[config.mk]
export PLATFORM = sky130hd
export DESIGN_NAME = hall_decoder
export DESIGN_NICKNAME = d
export VERILOG_FILES = /design/src/rtl/hall_decoder.sv
export SDC_FILE = /design/constraint.sdc
export NUM_CORES = 1
export LEC_CHECK = 0
export CAP_MARGIN = 20
export CORE_MARGIN = 2
export CORE_UTILIZATION = 35
export CTS_BUF_LIST = sky130_fd_sc_hd__clkbuf_8
export DETAILED_ROUTE_END_ITERATION = 10
export DONT_BUFFER_PORTS = 1
export GPL_TIMING_DRIVEN = 0
export PLACE_DENSITY = 0.54
export SLEW_MARGIN = 20
export SYNTH_ARGS = -nofsm -noshare
export SYNTH_HDL_FRONTEND = slang
export SYNTH_SLANG_ARGS = --single-unit
[constraint.sdc]
create_clock -name clk -period 2 [get_ports clk]
set_clock_uncertainty 0.05 [all_clocks]
set_input_delay 0.2 -clock clk [delete_from_list [all_inputs] [get_ports clk]]
set_output_delay 0.2 -clock clk [all_outputs]
set_load 0.05 [all_outputs]
[src/rtl/hall_decoder.sv]
// Hall-sensor front end: synchronizes, debounces and decodes three hall inputs into a rotor
// sector, direction, fault/sequence flags and a sector-to-sector period measurement.
module hall_decoder #(
    parameter int unsigned DEBOUNCE_CYCLES = 16,
    parameter int unsigned PERIOD_W        = 24
) (
    input  logic                clk,
    input  logic                rst,
    input  logic [2:0]          hall,
    output logic [2:0]          sector,
    output logic                sector_valid,
    output logic                dir,
    output logic                edge_pulse,
    output logic                hall_fault,
    output logic                seq_err,
    output logic [PERIOD_W-1:0] period,
    output logic                period_valid,
    output logic                stall
);

    localparam int unsigned DCNT_W = (DEBOUNCE_CYCLES > 1) ? $clog2(DEBOUNCE_CYCLES) : 1;
    localparam logic [DCNT_W-1:0]   DCNT_MAX = DCNT_W'(DEBOUNCE_CYCLES - 1);
    localparam logic [PERIOD_W-1:0] PCNT_MAX = '1;

    logic [2:0]          s1_q, s2_q, cand_q, acc_q;
    logic [DCNT_W-1:0]   dcnt_q, dcnt_d;
    logic [2:0]          sector_q, sector_d;
    logic                valid_q, valid_d;
    logic                dir_q, dir_d;
    logic                edge_q, edge_d;
    logic                fault_q, fault_d;
    logic                seq_q, seq_d;
    logic [PERIOD_W-1:0] pcnt_q, pcnt_d;
    logic [PERIOD_W-1:0] period_q, period_d;
    logic                pvalid_q, pvalid_d;
    logic                stall_q, stall_d;
    logic                have_ref_q, have_ref_d;

    logic       accept;
    logic       acquire;
    logic       new_legal;
    logic [2:0] new_sector;
    logic [2:0] sector_next, sector_prev;

    // Returns {legal, sector}; 000 and 111 are illegal.
    function automatic logic [3:0] decode(input logic [2:0] code);
        case (code)
            3'b101:  decode = {1'b1, 3'd0};
            3'b100:  decode = {1'b1, 3'd1};
            3'b110:  decode = {1'b1, 3'd2};
            3'b010:  decode = {1'b1, 3'd3};
            3'b011:  decode = {1'b1, 3'd4};
            3'b001:  decode = {1'b1, 3'd5};
            default: decode = {1'b0, 3'd0};
        endcase
    endfunction

    assign accept                  = (dcnt_q == DCNT_MAX) && (cand_q != acc_q);
    assign {new_legal, new_sector} = decode(cand_q);
    assign sector_next             = (sector_q == 3'd5) ? 3'd0 : sector_q + 3'd1;
    assign sector_prev             = (sector_q == 3'd0) ? 3'd5 : sector_q - 3'd1;

    always_comb begin
        dcnt_d = dcnt_q;
        if (s2_q != cand_q) begin
            dcnt_d = '0;
        end else if (dcnt_q != DCNT_MAX) begin
            dcnt_d = dcnt_q + 1'b1;
        end
    end

    always_comb begin
        sector_d = sector_q;
        valid_d  = valid_q;
        dir_d    = dir_q;
        edge_d   = 1'b0;
        fault_d  = fault_q;
        seq_d    = 1'b0;
        acquire  = 1'b0;
        if (accept) begin
            if (!new_legal) begin
                fault_d = 1'b1;
            end else begin
                fault_d = 1'b0;
                if (!valid_q) begin
                    sector_d = new_sector;
                    valid_d  = 1'b1;
                    acquire  = 1'b1;
                end else if (new_sector != sector_q) begin
                    // Equal sector here means a return from an illegal code: no event.
                    sector_d = new_sector;
                    edge_d   = 1'b1;
                    if (new_sector == sector_next) begin
                        dir_d = 1'b1;
                    end else if (new_sector == sector_prev) begin
                        dir_d = 1'b0;
                    end else begin
                        seq_d = 1'b1;
                    end
                end
            end
        end
    end

    always_comb begin
        pcnt_d     = pcnt_q;
        period_d   = period_q;
        pvalid_d   = pvalid_q;
        stall_d    = stall_q;
        have_ref_d = have_ref_q;
        if (edge_q || acquire) begin
            pcnt_d = '0;
        end else if (pcnt_q != PCNT_MAX) begin
            pcnt_d = pcnt_q + 1'b1;
        end
        if (edge_q) begin
            // pcnt counts from 0 in the cycle after the previous pulse, hence the +1.
            if (have_ref_q && !stall_q && (pcnt_q != PCNT_MAX)) begin
                period_d = pcnt_q + 1'b1;
                pvalid_d = 1'b1;
            end else begin
                have_ref_d = 1'b1;
                stall_d    = 1'b0;
                pvalid_d   = 1'b0;
            end
        end else if (pcnt_q == PCNT_MAX) begin
            stall_d  = 1'b1;
            pvalid_d = 1'b0;
        end
    end

    always_ff @(posedge clk or posedge rst) begin
        if (rst) begin
            s1_q       <= '0;
            s2_q       <= '0;
            cand_q     <= '0;
            acc_q      <= '0;
            dcnt_q     <= '0;
            sector_q   <= '0;
            valid_q    <= 1'b0;
            dir_q      <= 1'b1;
            edge_q     <= 1'b0;
            fault_q    <= 1'b0;
            seq_q      <= 1'b0;
            pcnt_q     <= '0;
            period_q   <= '0;
            pvalid_q   <= 1'b0;
            stall_q    <= 1'b0;
            have_ref_q <= 1'b0;
        end else begin
            s1_q       <= hall;
            s2_q       <= s1_q;
            cand_q     <= s2_q;
            dcnt_q     <= dcnt_d;
            if (accept) begin
                acc_q <= cand_q;
            end
            sector_q   <= sector_d;
            valid_q    <= valid_d;
            dir_q      <= dir_d;
            edge_q     <= edge_d;
            fault_q    <= fault_d;
            seq_q      <= seq_d;
            pcnt_q     <= pcnt_d;
            period_q   <= period_d;
            pvalid_q   <= pvalid_d;
            stall_q    <= stall_d;
            have_ref_q <= have_ref_d;
        end
    end

    assign sector       = sector_q;
    assign sector_valid = valid_q;
    assign dir          = dir_q;
    assign edge_pulse   = edge_q;
    assign hall_fault   = fault_q;
    assign seq_err      = seq_q;
    assign period       = period_q;
    assign period_valid = pvalid_q;
    assign stall        = stall_q;

endmodule

# [Word-level counts from Yosys, hierarchy flattened]
# Cells that the tools add are included.
[word_totals] reg_bits=75 mem_bits_rw=0 rom_bits=0 out_inout_bits=34 latchBits=0 mem_count=0 wordCells=86
[classes] n_reduce_logical=16 eq_ne=18 n_div=0 mux=31 multipliers=0 order_cmp=0 shifts=0 n_bitwise=1 add_sub_neg=4
[op_table] cell="$mux W24" count=2
[op_table] cell="$add A24 B1 Y24 const B" count=1
[op_table] cell="$eq A24 B24 Y1 const B" count=1
[op_table] cell="$ne A24 B24 Y1 const B" count=1
[op_table] cell="$pmux W4 S6" count=1
[op_table] cell="$mux W1" count=22
[op_table] cell="$eq A3 B3 Y1 const B" count=4
[op_table] cell="$mux W3" count=4
[op_table] cell="$ne A3 B3 Y1" count=3
[op_table] cell="$mux W4" count=2
[op_table] cell="$reduce_and A2 Y1" count=4
[op_table] cell="$reduce_bool A2 Y1" count=4
[op_table] cell="$eq A3 B2 Y1 const B" count=2
[op_table] cell="$eq A3 B3 Y1" count=2
[op_table] cell="$reduce_and A5 Y1" count=1
[op_table] cell="$add A4 B1 Y4 const B" count=1
[op_table] cell="$eq A4 B4 Y1 const B" count=1
[op_table] cell="$ne A4 B4 Y1 const B" count=1
[op_table] cell="$add A3 B1 Y3 const B" count=1
[op_table] cell="$eq A3 B1 Y1 const B" count=1
[op_table] cell="$logic_and A1 B1 Y1" count=3
[op_table] cell="$logic_not A3 Y1" count=1
[op_table] cell="$reduce_and A3 Y1" count=1
[op_table] cell="$sub A3 B1 Y3 const B" count=1
[op_table] cell="other kinds (5)" count=5

# [Depth between registers and ports, before layout]
[depth] word_depth=9 ltp_mapped=8 ltp_nobuf=6

# [Worst setup path after synthesis]
# No wires, ideal clock.
[synth_path] path_type="register to register" startpoint="register sector_q[0] (netlist: sector[0])" endpoint="register sector_q[2] (netlist: sector[2])" stages_incl_launch_ff=6 setup_ns=0.125 synth_period_minus_slack_ns=2.122 path_buffers=0 arrival_ns=1.946 setup_slack_ns=-0.122 path_cell_list="dfrtp_1 or3b_1 a2111oi_0 o21bai_2 a311oi_4 mux2_4"
[synth_via] elab_chain_len=3
[synth_rtl] element="start: declaration" line_no="27" rtl="logic [2:0] sector_q, sector_d;"
[synth_rtl] element="start signal: assignment" line_no="158" rtl="sector_q <= sector_d;"
[synth_rtl] element="$ne A3 B3 Y1" line_no="89" rtl="end else if (new_sector != sector_q) begin"
[synth_rtl] element="$ne A2 B1 Y1 (no source line)"
[synth_rtl] element="$reduce_and A3 Y1 (no source line)"
# Every way passes these cells.
# A chain may end at the register's enable or synchronous reset.

# [Worst setup path in the final report]
# Ends and elaborated chain as after synthesis.

==> results by group <==
Status
  • Outcome: complete, but fails checks
  • Failing checks: negative setup slack

Die
  • Initial Utilization: 35.7%
  • Die area: roughly 11,000 um^2
  • Site row count: 36
  • Ports: 39
  • Core area: between 9000 and 10,000 um^2
  • Die H: ~100 um
  • Die X: ~100 um

Setup path
  • Worst EP required: 2.18 ns
  • Top cell by count, worst path: buf_6
  • Maximum fanout along the worst path: 7
  • Slowest-stage cell, CP: dfrtp_2
  • CP cell instances: buf_6 > buf_6 > xor2_1 > nand4_1 > o21bai_4 > a311oi_4 > mux2_4
  • CP arrival: around 2.3 ns
  • WS Path Type: flop to flop
  • Reg2Reg Depth: 7
  • Worst reg2reg endpoint: sector[2]$_DFFE_PP0P_
  • R2r setup slk: -0.08 ns
  • CP startpoint kind: flop
  • Worst setup EP type: flop
  • R2r startpoint: sector[0]$_DFFE_PP0P_
  • Worst path max stage delay: about 0.53 ns

Placed design
  • GP Congestion: 0.801
  • Placed inst area: 3710 um^2
  • PortBufs: 0
  • Placement Setup Slack: -0.269 ns
  • Post-DP HPWL: between 5000 and 6000 um

Detailed routing
  • WL per Instance: 15.5 um
  • DR DRC count: 0
  • Drt total wl: 7720 um
  • Initial DRC count: 76
  • DRT Pass-1 Iters: 4
  • Number of routed nets with antenna violations: 0
  • Via Count: between 2,000 and 3,000
  • Drt via density: between 5 and 6

Power and ir drop
  • Static Leak: about 1.9 nW
  • Power Density: between 600 and 700 nW/um^2
  • Worst vdd ir: between 0.4 and 0.5 mV

GRT
  • GRT Total Usage: between 10% and 20%
  • Aggregate global routing overflow: 0
  • Global-route wire length before repair: between 10,000 and 15,000 um
  • Largest net degree at the start of global routing: 34
  • Vias in the first global route: ~2,600
  • Antenna violations before repair: 0

Final layout
  • Register area: between 1500 and 2000 um^2
  • Share of layout cells above drive strength 1: roughly a quarter
  • Antenna diode count: 0
  • Final #Nets: approximately 370
  • Multi-input logic area: approximately 1700 um^2
  • Non-Filler Cell Area, Final: 4300 um^2
  • Area growth syn-to-layout: 24.5%
  • # fillers: slightly above 900
  • Util after Layout: 44.4%

Clock tree
  • H-tree depth: 3
  • CTS tree: yes
  • CTS Sinks: 75
  • Worst-skew pair later-pin latency: 0.34 ns
  • CTS clk-pin slew, worst paths: 0.08 ns
  • CTS root buf: clkbuf_8
  • CTS Buffer Depth: 2
  • Num CTS Buffers: 9

Logic synthesis
  • Avg Inst Size Synth: ~11 um^2
  • Number of flops mapped to enable cells by yosys: 0
  • Cell Area, Synth: roughly 3500 um^2
  • Synthesis-stage register bit count: 75
  • Ys flop type: dfrtp_1
  • Cells after synthesis: roughly 330
  • Yosys cell types: 57
  • Syn nets: 333
  • Async SR Flop Fraction: 100%
  • Post-synthesis sequential area ratio: 54.3%
  • Yosys warns: 0

Min path
  • Hold Crit Class: input port to async pin

Timing
  • Final Hold Fails: 0
  • Worst-margin pin slew: 0.551 ns
  • Final Max Tran Viols: 0
  • Setup violators final: 4
  • Final worst path period share: 104%
  • Hold WS: between 0.2 and 0.3 ns
  • Fmax: 480 MHz
  • Max-slew headroom: 63.3%
  • RSZ-0062 raised after global routing: true
  • Tmin final: around 2.1 ns
  • Final WS setup: -0.0821 ns

Run
  • Max-cap violations: 0
[layer usage]
layer | up-vias | global-route usage, % | routed length, um
met2 | 41 | 23.9 | 3560
met3 | 7 | 4.10 | 331
li1 | 1227 | - | -
met4 | 0 | 4.86 | 80
met1 | 1288 | 20.9 | 3750
met5 | - | 0 | 0
[placed cells by master, fill, tap and decap left out, types with 3 or more instances in the layout]
cell type      count
dfrtp_1           65
a21oi_1           43
nor2_1            34
xor2_1            20
buf_4             20
nand3_1           19
nand2_1           12
xnor2_1           10
clkbuf_8           9
dfrtp_2            8
inv_1              7
nand4_1            6
and4_1             5
o21ai_0            5
nand2b_1           5
buf_6              5
a31oi_1            4
mux2i_1            4
dlygate4sd3_1      4
clkbuf_2           3
nor3_1             3
clkinvlp_4         3
[state kept, by name (all words and copies together) (netlist names), 3 cells and up]
register and count:
s2_q 3, cand_q 3, period 24, pcnt_q 24
dcnt_q 4, acc_q 3, sector 3, s1_q 3
[timing repair]
item / CTS / global route
endpoints found under the setup margin: 51 / 49
hold buffers: 4 / 0
pin swaps: 5 / 12
resized for setup: 29 / 19
buffers inserted: 14 / 5
hold endpoints to repair: 77 / 0
[worst max-delay path by stage]
stage                                startpoint                     end  slack, ns  cells after the start
after detailed placement   edge_pulse$_DFF_PP0_  period[12]$_DFFE_PP0P_      -0.27                      4
final                     sector[0]$_DFFE_PP0P_   sector[2]$_DFFE_PP0P_      -0.08                      7
after global placement     edge_pulse$_DFF_PP0_  period[11]$_DFFE_PP0P_      -0.26                      4
after CTS                   cand_q[1]$_DFF_PP0_   sector[2]$_DFFE_PP0P_      -0.07                      7
after floorplan             cand_q[1]$_DFF_PP0_   sector[2]$_DFFE_PP0P_     -0.009                      7
after global routing        cand_q[2]$_DFF_PP0_       seq_err$_DFF_PP0_      -0.16                      7
[critical path: cells and delay by family, from the launching register on]
family	cells	cell delay, ns
mux	1	0.33
xor+xnor	1	0.13
flops	1	0.53
buf+inv	2	0.30
simple gates	1	0.18
compound gates	2	0.46
[report_power, final]
group | internal [W] | switching [W] | total, W
clock | 0.000701 | 0.000580 | 0.00128
sequential | 0.00153 | 0.00000989 | 0.00154
combinational | 0.0000509 | 0.0000736 | 0.000125
total | 0.00228 | 0.000663 | 0.00294
[kinds of logic (layout without fill, tap and decap cells)]
logic type               after synthesis  in the layout  share of synthesized area [%]
AND/OR/NAND/NOR                      110            110                           17.3
AO/OA/AOI/OAI                         75             75                           13.6
adder cells (fa/ha/maj)                2              2                          0.724
multiplexers                           9              9                           3.00
buffers and inverters                 23             63                           3.00
flip-flops                            75             75                           54.3
XOR/XNOR                              32             32                           8.11
[cell type report]
cell class,instances,share of cell area (%)
plain buffers,15,2.50
clock buffers,9,2.88
clock inverters,7,2.15
inverters,7,0.698
multi-input cells,228,38.7
flip-flops and latches,75,44.0
well taps,133,3.87
repair buffers,25,5.26
[through the flow]
step / total power (W) / setup TNS (ns) / std cells
floorplan: 0.00164 / -0.0172 / 326
global placement: 0.00166 / -6.96 / 459
detailed placement: 0.00167 / -7.25 / 461
CTS: 0.00298 / -0.176 / 495
global route: 0.00306 / -2.96 / 499
finish: 0.00294 / -0.275 / 499
[cell usage after synthesis, drive strengths merged (7+ instances only)]
cell   number  share of area [%]
xor2       21                5.3
nand4       7                1.4
buf        13                1.9
xnor2      11                2.8
nand2      13                1.4
a21oi      44                6.4
nor2       36                3.9
o21ai       7                1.0
inv         7               0.76
dfrtp      74                 54
nand3      21                3.0
(Power assumes the default switching activity.)
